`src/rtl/dma_read_engine.sv`:
```
// dma_read_engine
//   Responder for the dma_engineer_* weight-fetch interface. Accepts one
//   request (start beat address + beat count), issues beat reads to the
//   external memory port while keeping at most MAX_OUTSTANDING reads in
//   flight, and streams the returned beats back with a last-beat marker.
//
// Configuration macro: DMA_OUTPUT_REG_EN
//   defined   : dout/dout_en/dout_eop are registered (1-cycle latency from
//               mem_rd_dout_en); DRAIN ends after the registered eop beat.
//   undefined : dout/dout_en/dout_eop are a combinational path from the
//               memory read data (0-cycle latency).
//
// Ports:
//   clk, rst                  clock, synchronous active-high reset
//   dma_engineer_req          level request, held until ack
//   dma_engineer_start_addr   first beat address (valid with req)
//   dma_engineer_length       number of beats (valid with req)
//   dma_engineer_ack          one-cycle accept pulse
//   dma_engineer_dout(_en)    returned beat and its valid strobe
//   dma_engineer_dout_eop     final beat marker (only with dout_en)
//   mem_rd_en/rdy/addr        read command handshake and beat address
//   mem_rd_dout_en/dout       in-order read data return
module dma_read_engine #(
    parameter int ADDR_W          = 27,
    parameter int DATA_W          = 512,
    parameter int MAX_OUTSTANDING = 8
) (
    input  logic              clk,
    input  logic              rst,
    input  logic              dma_engineer_req,
    input  logic [ADDR_W-1:0] dma_engineer_start_addr,
    input  logic [ADDR_W-1:0] dma_engineer_length,
    output logic              dma_engineer_ack,
    output logic [DATA_W-1:0] dma_engineer_dout,
    output logic              dma_engineer_dout_en,
    output logic              dma_engineer_dout_eop,
    output logic              mem_rd_en,
    input  logic              mem_rd_rdy,
    output logic [ADDR_W-1:0] mem_rd_addr,
    input  logic              mem_rd_dout_en,
    input  logic [DATA_W-1:0] mem_rd_dout
);
    localparam int                OUT_W   = $clog2(MAX_OUTSTANDING) + 1;
    localparam logic [OUT_W-1:0]  OUT_MAX = OUT_W'(MAX_OUTSTANDING);
    localparam logic [OUT_W-1:0]  OUT_ONE = OUT_W'(1);
    localparam logic [ADDR_W-1:0] A_ONE   = ADDR_W'(1);

    typedef enum logic [1:0] {
        IDLE  = 2'd0,
        ACK   = 2'd1,
        ISSUE = 2'd2,
        DRAIN = 2'd3
    } state_t;

    state_t            state_r;
    logic [ADDR_W-1:0] remain_r;
    logic [ADDR_W-1:0] beats_r;
    logic [ADDR_W-1:0] rx_cnt_r;
    logic [OUT_W-1:0]  outstanding_r;

    logic              accept_s;
    logic              rx_valid_s;
    logic              last_beat_s;
    logic              drain_done_s;
    logic [ADDR_W-1:0] remain_next_s;
    logic [OUT_W-1:0]  outstanding_next_s;

    // Handshake decode and next-value arithmetic for the issue counters.
    always_comb begin
        accept_s    = mem_rd_en && mem_rd_rdy;
        // Returns outside an active transfer are dropped.
        rx_valid_s  = mem_rd_dout_en && ((state_r == ISSUE) || (state_r == DRAIN));
        last_beat_s = rx_valid_s && (rx_cnt_r == (beats_r - A_ONE));

        if (accept_s) begin
            remain_next_s = remain_r - A_ONE;
        end else begin
            remain_next_s = remain_r;
        end

        if (accept_s && !rx_valid_s) begin
            outstanding_next_s = outstanding_r + OUT_ONE;
        end else if (!accept_s && rx_valid_s && (outstanding_r != {OUT_W{1'b0}})) begin
            outstanding_next_s = outstanding_r - OUT_ONE;
        end else begin
            outstanding_next_s = outstanding_r;
        end

`ifdef DMA_OUTPUT_REG_EN
        // Leave DRAIN only once the registered eop beat is on the outputs.
        drain_done_s = dma_engineer_dout_en && dma_engineer_dout_eop;
`else
        drain_done_s = last_beat_s;
`endif
    end

    // Control FSM; mem_rd_addr doubles as the running beat address.
    always_ff @(posedge clk) begin
        if (rst) begin
            state_r          <= IDLE;
            remain_r         <= {ADDR_W{1'b0}};
            beats_r          <= {ADDR_W{1'b0}};
            rx_cnt_r         <= {ADDR_W{1'b0}};
            outstanding_r    <= {OUT_W{1'b0}};
            dma_engineer_ack <= 1'b0;
            mem_rd_en        <= 1'b0;
            mem_rd_addr      <= {ADDR_W{1'b0}};
        end else begin
            dma_engineer_ack <= 1'b0;
            case (state_r)
                IDLE: begin
                    mem_rd_en <= 1'b0;
                    if (dma_engineer_req) begin
                        mem_rd_addr      <= dma_engineer_start_addr;
                        remain_r         <= dma_engineer_length;
                        beats_r          <= dma_engineer_length;
                        rx_cnt_r         <= {ADDR_W{1'b0}};
                        outstanding_r    <= {OUT_W{1'b0}};
                        dma_engineer_ack <= 1'b1;
                        state_r          <= ACK;
                    end else begin
                        state_r <= IDLE;
                    end
                end
                ACK: begin
                    if (beats_r == {ADDR_W{1'b0}}) begin
                        mem_rd_en <= 1'b0;
                        state_r   <= IDLE;
                    end else begin
                        mem_rd_en <= 1'b1;
                        state_r   <= ISSUE;
                    end
                end
                ISSUE: begin
                    remain_r      <= remain_next_s;
                    outstanding_r <= outstanding_next_s;
                    if (accept_s) begin
                        mem_rd_addr <= mem_rd_addr + A_ONE;
                    end
                    if (rx_valid_s) begin
                        rx_cnt_r <= rx_cnt_r + A_ONE;
                    end
                    // Registered command valid: look ahead at next-cycle counters.
                    mem_rd_en <= (remain_next_s != {ADDR_W{1'b0}}) &&
                                 (outstanding_next_s < OUT_MAX);
                    if (accept_s && (remain_r == A_ONE)) begin
                        state_r <= DRAIN;
                    end else begin
                        state_r <= ISSUE;
                    end
                end
                DRAIN: begin
                    mem_rd_en     <= 1'b0;
                    outstanding_r <= outstanding_next_s;
                    if (rx_valid_s) begin
                        rx_cnt_r <= rx_cnt_r + A_ONE;
                    end
                    if (drain_done_s) begin
                        state_r <= IDLE;
                    end else begin
                        state_r <= DRAIN;
                    end
                end
                default: begin
                    mem_rd_en <= 1'b0;
                    state_r   <= IDLE;
                end
            endcase
        end
    end

`ifdef DMA_OUTPUT_REG_EN
    // Registered beat output stage.
    always_ff @(posedge clk) begin
        if (rst) begin
            dma_engineer_dout     <= {DATA_W{1'b0}};
            dma_engineer_dout_en  <= 1'b0;
            dma_engineer_dout_eop <= 1'b0;
        end else begin
            dma_engineer_dout_en  <= rx_valid_s;
            dma_engineer_dout_eop <= last_beat_s;
            if (rx_valid_s) begin
                dma_engineer_dout <= mem_rd_dout;
            end
        end
    end
`else
    // Combinational beat pass-through, gated by transfer state.
    always_comb begin
        dma_engineer_dout     = mem_rd_dout;
        dma_engineer_dout_en  = rx_valid_s;
        dma_engineer_dout_eop = last_beat_s;
    end
`endif

endmodule

```
`config.mk`:
```
export PLATFORM = sky130hd
export DESIGN_NAME = dma_read_engine
export DESIGN_NICKNAME = d
export VERILOG_FILES = /design/src/rtl/dma_read_engine.sv
export SDC_FILE = /design/constraint.sdc
export NUM_CORES = 1
export LEC_CHECK = 0
export CAP_MARGIN = 30
export CORE_AREA = 5 5 434 436
export DETAILED_ROUTE_END_ITERATION = 6
export DIE_AREA = 0 0 439 441
export DONT_BUFFER_PORTS = 1
export GPL_ROUTABILITY_DRIVEN = 0
export PLACE_DENSITY_LB_ADDON = 0.12
export SLEW_MARGIN = 15
export SYNTH_ARGS = -nofsm -noshare
export SYNTH_HDL_FRONTEND = slang
export SYNTH_SLANG_ARGS = --single-unit
```
`constraint.sdc`:
```
create_clock -name clk -period 4.45 [get_ports clk]
set_input_delay 1.1125 -clock clk [delete_from_list [all_inputs] [get_ports clk]]
set_output_delay 1.1125 -clock clk [all_outputs]
set_load 0.02 [all_outputs]
```
==> results of run 1 <==
## routing by layer
metal,vias up,GRT usage,part of all wire
met1,3463,0.0543,0.33
met3,276,0.0479,0.17
met5,-,0.0184,0.0077
li1,3353,-,-
met2,669,0.0896,0.44
met4,8,0.0265,0.048
## timing repair
action                     CTS  global route
buffers inserted             3             4
gates resized for setup      6            21
setup endpoints to repair    1             1
cloned                       0             0
pin swaps                    3             8
## worst min-delay path: stages (launching register included)
cell	delay [ns]
dfxtp_1	0.33
nand2_1	0.06
a21oi_1	0.05
## final timing paths
check / start / endpoint / slack (ns)
max: beats_r[1] / dma_engineer_dout_eop / 0.20
min reg2reg: beats_r[13] / beats_r[13] / 0.49
min: beats_r[13] / beats_r[13] / 0.49
max reg2reg: mem_rd_en / mem_rd_en / 1.22
## area by class of cell
type	instances	area, um^2	share of cell area
Antenna cell	4	10.0	0.000928
Clock buffer	21	450	0.0417
Clock inverter	10	156	0.0145
Inverter	15	56.3	0.00522
Multi-Input combinational cell	748	4370	0.405
Sequential cell	116	2330	0.216
Tap cell	2480	3100	0.288
Timing Repair Buffer	41	323	0.0299
## placed cells by master (no fill, tap or decap), types with 4 or more instances in the layout
cell type,synthesis,final
nand2_1,146,145
dfxtp_1,116,113
nor2_1,109,106
a21oi_1,87,85
o21ai_0,51,51
nand3_1,51,51
xnor2_1,41,40
buf_4,512,38
xor2_1,26,26
a31oi_1,22,22
nor3_1,22,21
nor4_1,23,20
clkbuf_16,0,17
nand4_1,16,16
a211oi_1,16,16
inv_1,15,13
or3_1,14,13
o22ai_1,12,12
nand2b_1,8,7
and3_1,7,7
or4_1,7,6
or2_2,6,6
o211ai_1,6,6
ha_1,7,6
nor2b_1,5,5
diode_2,0,4
and2_1,4,4
nor4_2,2,4
mux2_2,4,4
nand3b_1,4,4
a222oi_1,4,4
bufinv_16,0,4
clkinv_2,0,4
## cells by family (layout without fill, tap and decap cells)
kind of cell	count (synthesis)	in the layout	share of synthesized area
adder cells (fa/ha/maj)	7	7	0.00818
AO/OA/AOI/OAI	226	226	0.128
buffers and inverters	585	87	0.387
AND/OR/NAND/NOR	441	441	0.198
other	0	4	0
multiplexers	7	7	0.00702
flip-flops	116	116	0.217
XOR/XNOR	67	67	0.0548
## power groups by stage
stage	clock [mW]	sequential (mW)	combinational (mW)
finish	1.52	1.25	0.717
global route	1.64	1.27	0.800
CTS	1.61	1.26	0.708
detailed placement	0	1.28	0.688
global placement	0	1.28	0.696
floorplan	0	1.22	1.15
## registers in the layout, summed over array words and instances (netlist names)
signal	count
beats_r	27
rx_cnt_r	27
state_r	2
mem_rd_en	1
mem_rd_addr	27
remain_r	27
outstanding_r	4
dma_engineer_ack	1
==> results.md, run 1 <==
* Mapped Cells at 1449
* Vias at 7769
* Final net count at 1517
* Int Power at 2.32 mW
* CTS Buf Count at 17
* Hold Fails Final Rpt at 0
* Rows at 158
* Crit Path Class: flop to output pin
* Utilization after layout at 0.0586
* Cells after DPL at 3393
* Most used flip-flop cell after synthesis: dfxtp_1
* Share of power burned in registers at 0.359
* Setup TNS at 0 ns
* Worst reg-to-reg path cell count at 9
* CTS Sinks at 116
* Core Region at 0.184 mm^2
* Fillers at 21900
* Synthesized Nets at 2027
* Comb power frac at 0.206
* First-pass GRT wire length at 75600 um
* Top-count cell post-synth: buf_4
* Slew Viols, Final at 0
* Post-layout min period at 4.25 ns
* Net Sw Frac at 0.334
* Worst setup EP type: output pin
* Port Buffers at 0
* Die H at 441 um
* Top cell type's share of synthesized area at 0.359
* YS warnings at 0
* Worst setup margin at 0.204 ns
* Worst-path clk slew at 0.06 ns
* Fmax achieved at 235 MHz
* Chip width at 439 um
* Top cell type by total area after synthesis: buf_4
* Post-DR wirelength/cell at 17.1 um
* Worst hold margin at 0.492 ns
* Post-DRT Antenna Nets at 0
* Crit-path slowest cell: or4b_4
* GRT overflow at 0
* DR vias/cell at 2.26
* HPWL Detailed at 47800 um
* Cell leakage power at 2.71 nW
* Synth area leaders: buf_4 36%, dfxtp_1 22%, nand2_1 5.1%
* Pwr Density at 323 mW/mm^2
* Initial DRT Pass Iterations at 4
* Dpl ws at 0.169 ns
* Startpoint types: flop
* Worst-path cell chain: inv_2 -> ha_4 -> or4b_4 -> nor3_4 -> nand2_2 -> xnor2_2 -> or4_1 -> nor2_1 -> nand3_1 -> nor4_2 -> buf_4 -> buf_6
* Period utilization at 0.954
* Worst-path fanout max at 2
* Syn avg cell area at 7.38 um^2
* Clock skew at 0.00936 ns
* Asr flop ratio synth at 0
* Post-route design area at 0.0108 mm^2
* First-iteration detailed-routing DRC count at 374
* Sequential area share after synthesis at 0.217
* # IOs at 1114
* CTS Buffer Depth at 2
* Layout area overhead at 0.854%
* Slew headroom at 0.556
* Hold Path Depth at 2
* Max cap viols at 0
* Total power at 3.49 mW
* TritonCTS clock tree: done
* Post-synth EDFFs at 0
* Share of layout cells above drive strength 1 at 0.119
* Initial Util at 0.0581
* Clk_lat worst skew at 0.47 ns
* Residual DRC count at 0
* Max VDD drop at 257 uV
* Yosys reg bits at 116
* # setup viols final at 0
* Number of global-route vias before repair at 7973
* Worst Path Required at 3.34 ns
* Worst-Margin Slew at 0.666 ns
* Worst Path Buf+Inv at 3
* Gr usage total at 0.0581
* Total length of routed wires at 58700 um
* Clk network pwr share at 0.436
* Most frequent cells after synthesis: 512 x buf_4, 146 x nand2_1, 116 x dfxtp_1, 109 x nor2_1, 87 x a21oi_1
* Initial antenna violation count at 18
* Synth cell types at 63
* Critical path's top delay family: simple AND/OR/NAND/NOR gates
* Placed cell areas at 0.0100 mm^2
* CTS H-Tree Depth at 4
* Worst Hold Class: flop to flop
* Run status: complete, no violations
* Net switching power at 1.16 mW
* Worst EP arrival at 3.13 ns
* Layout Cells excl Fill at 3435
* CTS Hold Bufs at 0
* DIE AREA at 0.194 mm^2
* Clock Tree Root: clkbuf_16
* Synthesized cell area at 0.0107 mm^2
* Largest net degree at the start of global routing at 93
* CP max stage delay at 0.50 ns
* CP Depth at 12
(Power assumes the default switching activity.)
==> run 2, diff against run 1 <==
--- a/config.mk
+++ b/config.mk
@@ -5,7 +5,7 @@
 export SDC_FILE = /design/constraint.sdc
 export NUM_CORES = 1
 export LEC_CHECK = 0
-export CAP_MARGIN = 30
+export CAP_MARGIN = 15
 export CORE_AREA = 5 5 434 436
 export DETAILED_ROUTE_END_ITERATION = 6
 export DIE_AREA = 0 0 439 441
==> results.md, run 2 (synthesis results as in run 1) <==
* Run status: complete, no violations
* Gr usage total at 0.0580
* Period utilization at 0.960
* Share of layout cells above drive strength 1 at 0.118
* Rows at 158
* Worst-path fanout max at 5
* Vias at 7881
* Number of global-route vias before repair at 7910
* Clk_lat worst skew at 0.46 ns
* HPWL Detailed at 47800 um
* Worst Hold Class: flop to flop
* Net Sw Frac at 0.329
* Pwr Density at 331 mW/mm^2
* Layout area overhead at 0.936%
* Register area at 0.00233 mm^2
* Core Region at 0.184 mm^2
* Initial Util at 0.0581
* Slew Viols, Final at 0
* Commonest non-fill, non-tap cell in the layout: nand2_1
* TritonCTS clock tree: done
* Share of power burned in registers at 0.350
* # IOs at 1114
* Layout Cells excl Fill at 3433
* Fillers at 21900
* Multi-input gate area at 0.00436 mm^2
* Most frequent cells in the layout: 145 x nand2_1, 114 x dfxtp_1, 106 x nor2_1
* Clock Tree Root: clkbuf_16
* Hold Fails Final Rpt at 0
* Chip width at 439 um
* Int Power at 2.40 mW
* First-pass GRT wire length at 75700 um
* Port Buffers at 0
* Fmax achieved at 234 MHz
* First-iteration detailed-routing DRC count at 391
* Clock skew at 0.00971 ns
* Final net count at 1516
* Post-layout min period at 4.27 ns
* Largest net degree at the start of global routing at 93
* Worst setup EP type: output pin
* Net switching power at 1.18 mW
* Comb power frac at 0.201
* Worst setup margin at 0.180 ns
* Post-DRT Antenna Nets at 0
* CTS Buf Count at 17
* CTS Hold Bufs at 0
* Slew headroom at 0.275
* Clk network pwr share at 0.449
* CTS H-Tree Depth at 4
* Crit Path Class: flop to output pin
* DIE AREA at 0.194 mm^2
* Residual DRC count at 0
* Total power at 3.57 mW
* Max cap viols at 0
* GRT overflow at 0
* Cell leakage power at 2.72 nW
* Worst EP arrival at 3.16 ns
* Worst Path Required at 3.34 ns
* Initial DRT Pass Iterations at 4
* CTS Sinks at 116
* Die H at 441 um
* Worst-path clk slew at 0.06 ns
* Post-DR wirelength/cell at 17.1 um
* Cells after DPL at 3392
* Total length of routed wires at 58800 um
* Worst-Margin Slew at 1.09 ns
* Startpoint types: flop
* # setup viols final at 0
* RSZ-0062 raised after global routing: true
* CTS Buffer Depth at 2
* Max VDD drop at 255 uV
* Initial antenna violation count at 19
* DR vias/cell at 2.30
* Dpl ws at 0.180 ns
==> run 2: worst max-delay path: stages, from the launching register on <==
cell and delay [ns]:
dfxtp_4 0.37, or4_4 0.54, buf_6 0.16, nor4_4 0.20, xnor2_1 0.13, or4_4 0.54, nor2_2 0.11, nand3_1 0.09
nor4_2 0.23, buf_4 0.19, buf_6 0.12
==> run 2: timing repair <==
item,4_1_cts,5_1_grt
pin swaps,3,9
resized for setup,6,20
setup buffers,5,2
endpoints found under the setup margin,1,1
endpoints found under the hold margin,0,0
==> run 2: routing by layer <==
metal | part of all wire | vias to the layer above | GRT usage | wire, um
met1 | 0.33 | 3540 | 0.0547 | 19600
met2 | 0.44 | 699 | 0.0893 | 26200
li1 | - | 3349 | - | -
met4 | 0.049 | 10 | 0.0276 | 2880
met5 | 0.0082 | - | 0.0184 | 481
met3 | 0.16 | 283 | 0.0468 | 9700
==> run 2: area by class of cell <==
cell class	instances	share of cell area
multi-input combinational	748	0.403
antenna	3	0.000695
tap	2480	0.287
inverter	15	0.00521
clock inverter	9	0.0163
sequential	116	0.215
clock buffer	22	0.0430
timing repair buffer	40	0.0285
==> run 2: through the flow <==
step	util	area [um^2]	hold slack, ns	TNS (ns)
CTS	0.0581	10700	0.496	0
floorplan	-	10700	0.457	0
global route	0.0586	10800	0.524	-0.0259
finish	0.0586	10800	0.494	0
global placement	0.0542	9990	0.485	0
detailed placement	0.0542	9990	0.490	0
==> run 2: final timing paths <==
check / slack [ns] / depth (start not counted) / start / to
setup / recovery: 0.18 / 10 / beats_r[12] / dma_engineer_dout_eop
hold / removal: 0.49 / 2 / remain_r[11] / remain_r[11]
setup reg to reg: 1.21 / 9 / mem_rd_en / mem_rd_en
hold reg to reg: 0.49 / 2 / remain_r[11] / remain_r[11]
==> run 2: power by group through the flow <==
| stage | clock (mW) | sequential (mW) | combinational (mW) |
|---|---|---|---|
| 2_1_floorplan | 0 | 1.22 | 1.15 |
| 3_3_place_gp | 0 | 1.28 | 0.696 |
| 3_5_place_dp | 0 | 1.28 | 0.686 |
| 4_1_cts | 1.69 | 1.26 | 0.711 |
| 5_1_grt | 1.72 | 1.27 | 0.804 |
| 6_report | 1.60 | 1.25 | 0.719 |
==> run 3, diff against run 2 <==
--- a/config.mk
+++ b/config.mk
@@ -6,13 +6,13 @@
 export NUM_CORES = 1
 export LEC_CHECK = 0
 export CAP_MARGIN = 15
-export CORE_AREA = 5 5 434 436
+export CORE_AREA = 3 3 432 434
 export DETAILED_ROUTE_END_ITERATION = 6
-export DIE_AREA = 0 0 439 441
+export DIE_AREA = 0 0 435 437
 export DONT_BUFFER_PORTS = 1
 export GPL_ROUTABILITY_DRIVEN = 0
 export PLACE_DENSITY_LB_ADDON = 0.12
-export SLEW_MARGIN = 15
+export SLEW_MARGIN = 10
 export SYNTH_ARGS = -nofsm -noshare
 export SYNTH_HDL_FRONTEND = slang
 export SYNTH_SLANG_ARGS = --single-unit
==> constraint.sdc (replaced) <==
create_clock -name clk -period 4.35 [get_ports clk]
set_input_delay 1.0875 -clock clk [delete_from_list [all_inputs] [get_ports clk]]
set_output_delay 1.0875 -clock clk [all_outputs]
set_load 0.02 [all_outputs]
==> results.md, run 3 (synthesis results as in run 1) <==
* Layout area overhead at 1.09%
* TritonCTS clock tree: done
* Cells after DPL at 3385
* Initial Util at 0.0584
* Rows at 157
* Core Region at 0.183 mm^2
* Startpoint types: flop
* Hold Fails Final Rpt at 0
* Crit Path Class: flop to output pin
* Worst setup margin at 0.105 ns
* Clk_lat worst skew at 0.48 ns
* Fmax achieved at 236 MHz
* Layout Cells excl Fill at 3426
* CTS Sinks at 116
* Worst Path Required at 3.26 ns
* Clock Tree Root: clkbuf_16
* Initial DRT Pass Iterations at 6
* Max VDD drop at 304 uV
* Pwr Density at 331 mW/mm^2
* DR vias/cell at 2.33
* Post-DRT Antenna Nets at 0
* Die H at 437 um
* GRT overflow at 0
* Post-DR wirelength/cell at 17.9 um
* Cell leakage power at 2.74 nW
* CTS Buffer Depth at 2
* Dpl ws at 0.0739 ns
* Total power at 3.58 mW
* Slew Viols, Final at 0
* Worst Hold Class: flop to flop
* # setup viols final at 0
* RSZ-0062 raised after global routing: true
* Final net count at 1524
* Number of global-route vias before repair at 8102
* Run status: complete, no violations
* Commonest non-fill, non-tap cell in the layout: nand2_1
* Largest net degree at the start of global routing at 93
* Chip width at 435 um
* Worst hold margin at 0.499 ns
* Worst-Margin Slew at 0.591 ns
* Post-route design area at 0.0108 mm^2
* Max cap viols at 0
* Most frequent cells in the layout: 146 x nand2_1, 112 x dfxtp_1, 107 x nor2_1
* Worst-path fanout max at 5
* Slew headroom at 0.605
* HPWL Detailed at 50400 um
* Utilization after layout at 0.0591
* Clock skew at 0.0194 ns
* Worst EP arrival at 3.16 ns
* First-iteration detailed-routing DRC count at 425
* Period utilization at 0.976
* Gr usage total at 0.0620
* Placed cell areas at 0.0100 mm^2
* CTS Hold Bufs at 0
* Initial antenna violation count at 18
* CTS H-Tree Depth at 4
* # IOs at 1114
* Setup TNS at 0 ns
* Port Buffers at 0
* Total length of routed wires at 61300 um
* Worst setup EP type: output pin
* Worst-path clk slew at 0.07 ns
* First-pass GRT wire length at 79000 um
* Share of layout cells above drive strength 1 at 0.128
* CTS Buf Count at 17
* Residual DRC count at 0
* Vias at 7982
* DIE AREA at 0.190 mm^2
* Post-layout min period at 4.24 ns
==> run 3: cell count changes in the layout (fill, tap and decap cells not counted), moves of 3 or more <==
cell	previous run	this run
inv_6	0	4
clkinv_4	1	4
buf_4	38	44
clkbuf_1	3	0
bufinv_16	5	2
dfxtp_2	1	4
==> run 3: layout make-up <==
type	count	area, um^2
clock inverter	14	168
multi-input combinational	748	4360
timing repair buffer	48	375
tap	2464	3080
fill	21800	172000
inverter	15	56.3
sequential	116	2330
clock buffer	18	439
antenna	3	7.51
==> run 3: routing by layer <==
layer / vias to the layer above / part of all wire / track usage
li1: 3369 / - / -
met1: 3611 / 0.34 / 0.0600
met2: 729 / 0.42 / 0.0898
met3: 261 / 0.19 / 0.0563
met4: 12 / 0.040 / 0.0252
met5: - / 0.0084 / 0.0232
==> run 3: path summary, 6_finish.rpt <==
path / slack (ns) / from / to / cells after the start
max: 0.11 / beats_r[15] / dma_engineer_dout_eop / 9
min: 0.50 / beats_r[13] / beats_r[13] / 2
max reg2reg: 1.10 / mem_rd_en / mem_rd_en / 8
min reg2reg: 0.50 / beats_r[13] / beats_r[13] / 2
==> run 3: timing repair <==
action / CTS / global route
endpoints found under the setup margin: 1 / 1
gates resized for setup: 14 / 13
pin swaps: 5 / 5
buffers inserted: 5 / 1
==> run 3: power by group <==
| group | leakage (nW) | switching (mW) | total, mW | internal, mW |
|---|---|---|---|---|
| combinational | 1.50 | 0.467 | 0.751 | 0.284 |
| sequential | 0.950 | 0.145 | 1.28 | 1.13 |
| clock | 0.292 | 0.673 | 1.55 | 0.875 |
==> run 3: worst max-delay path, cell delays in order (launching register included) <==
cell,delay (ns)
dfxtp_1,0.37
or4_4,0.60
nor4_4,0.29
xnor2_1,0.12
or4_1,0.53
nor2_1,0.10
nand3_1,0.10
nor4_2,0.26
buf_4,0.20
buf_6,0.12
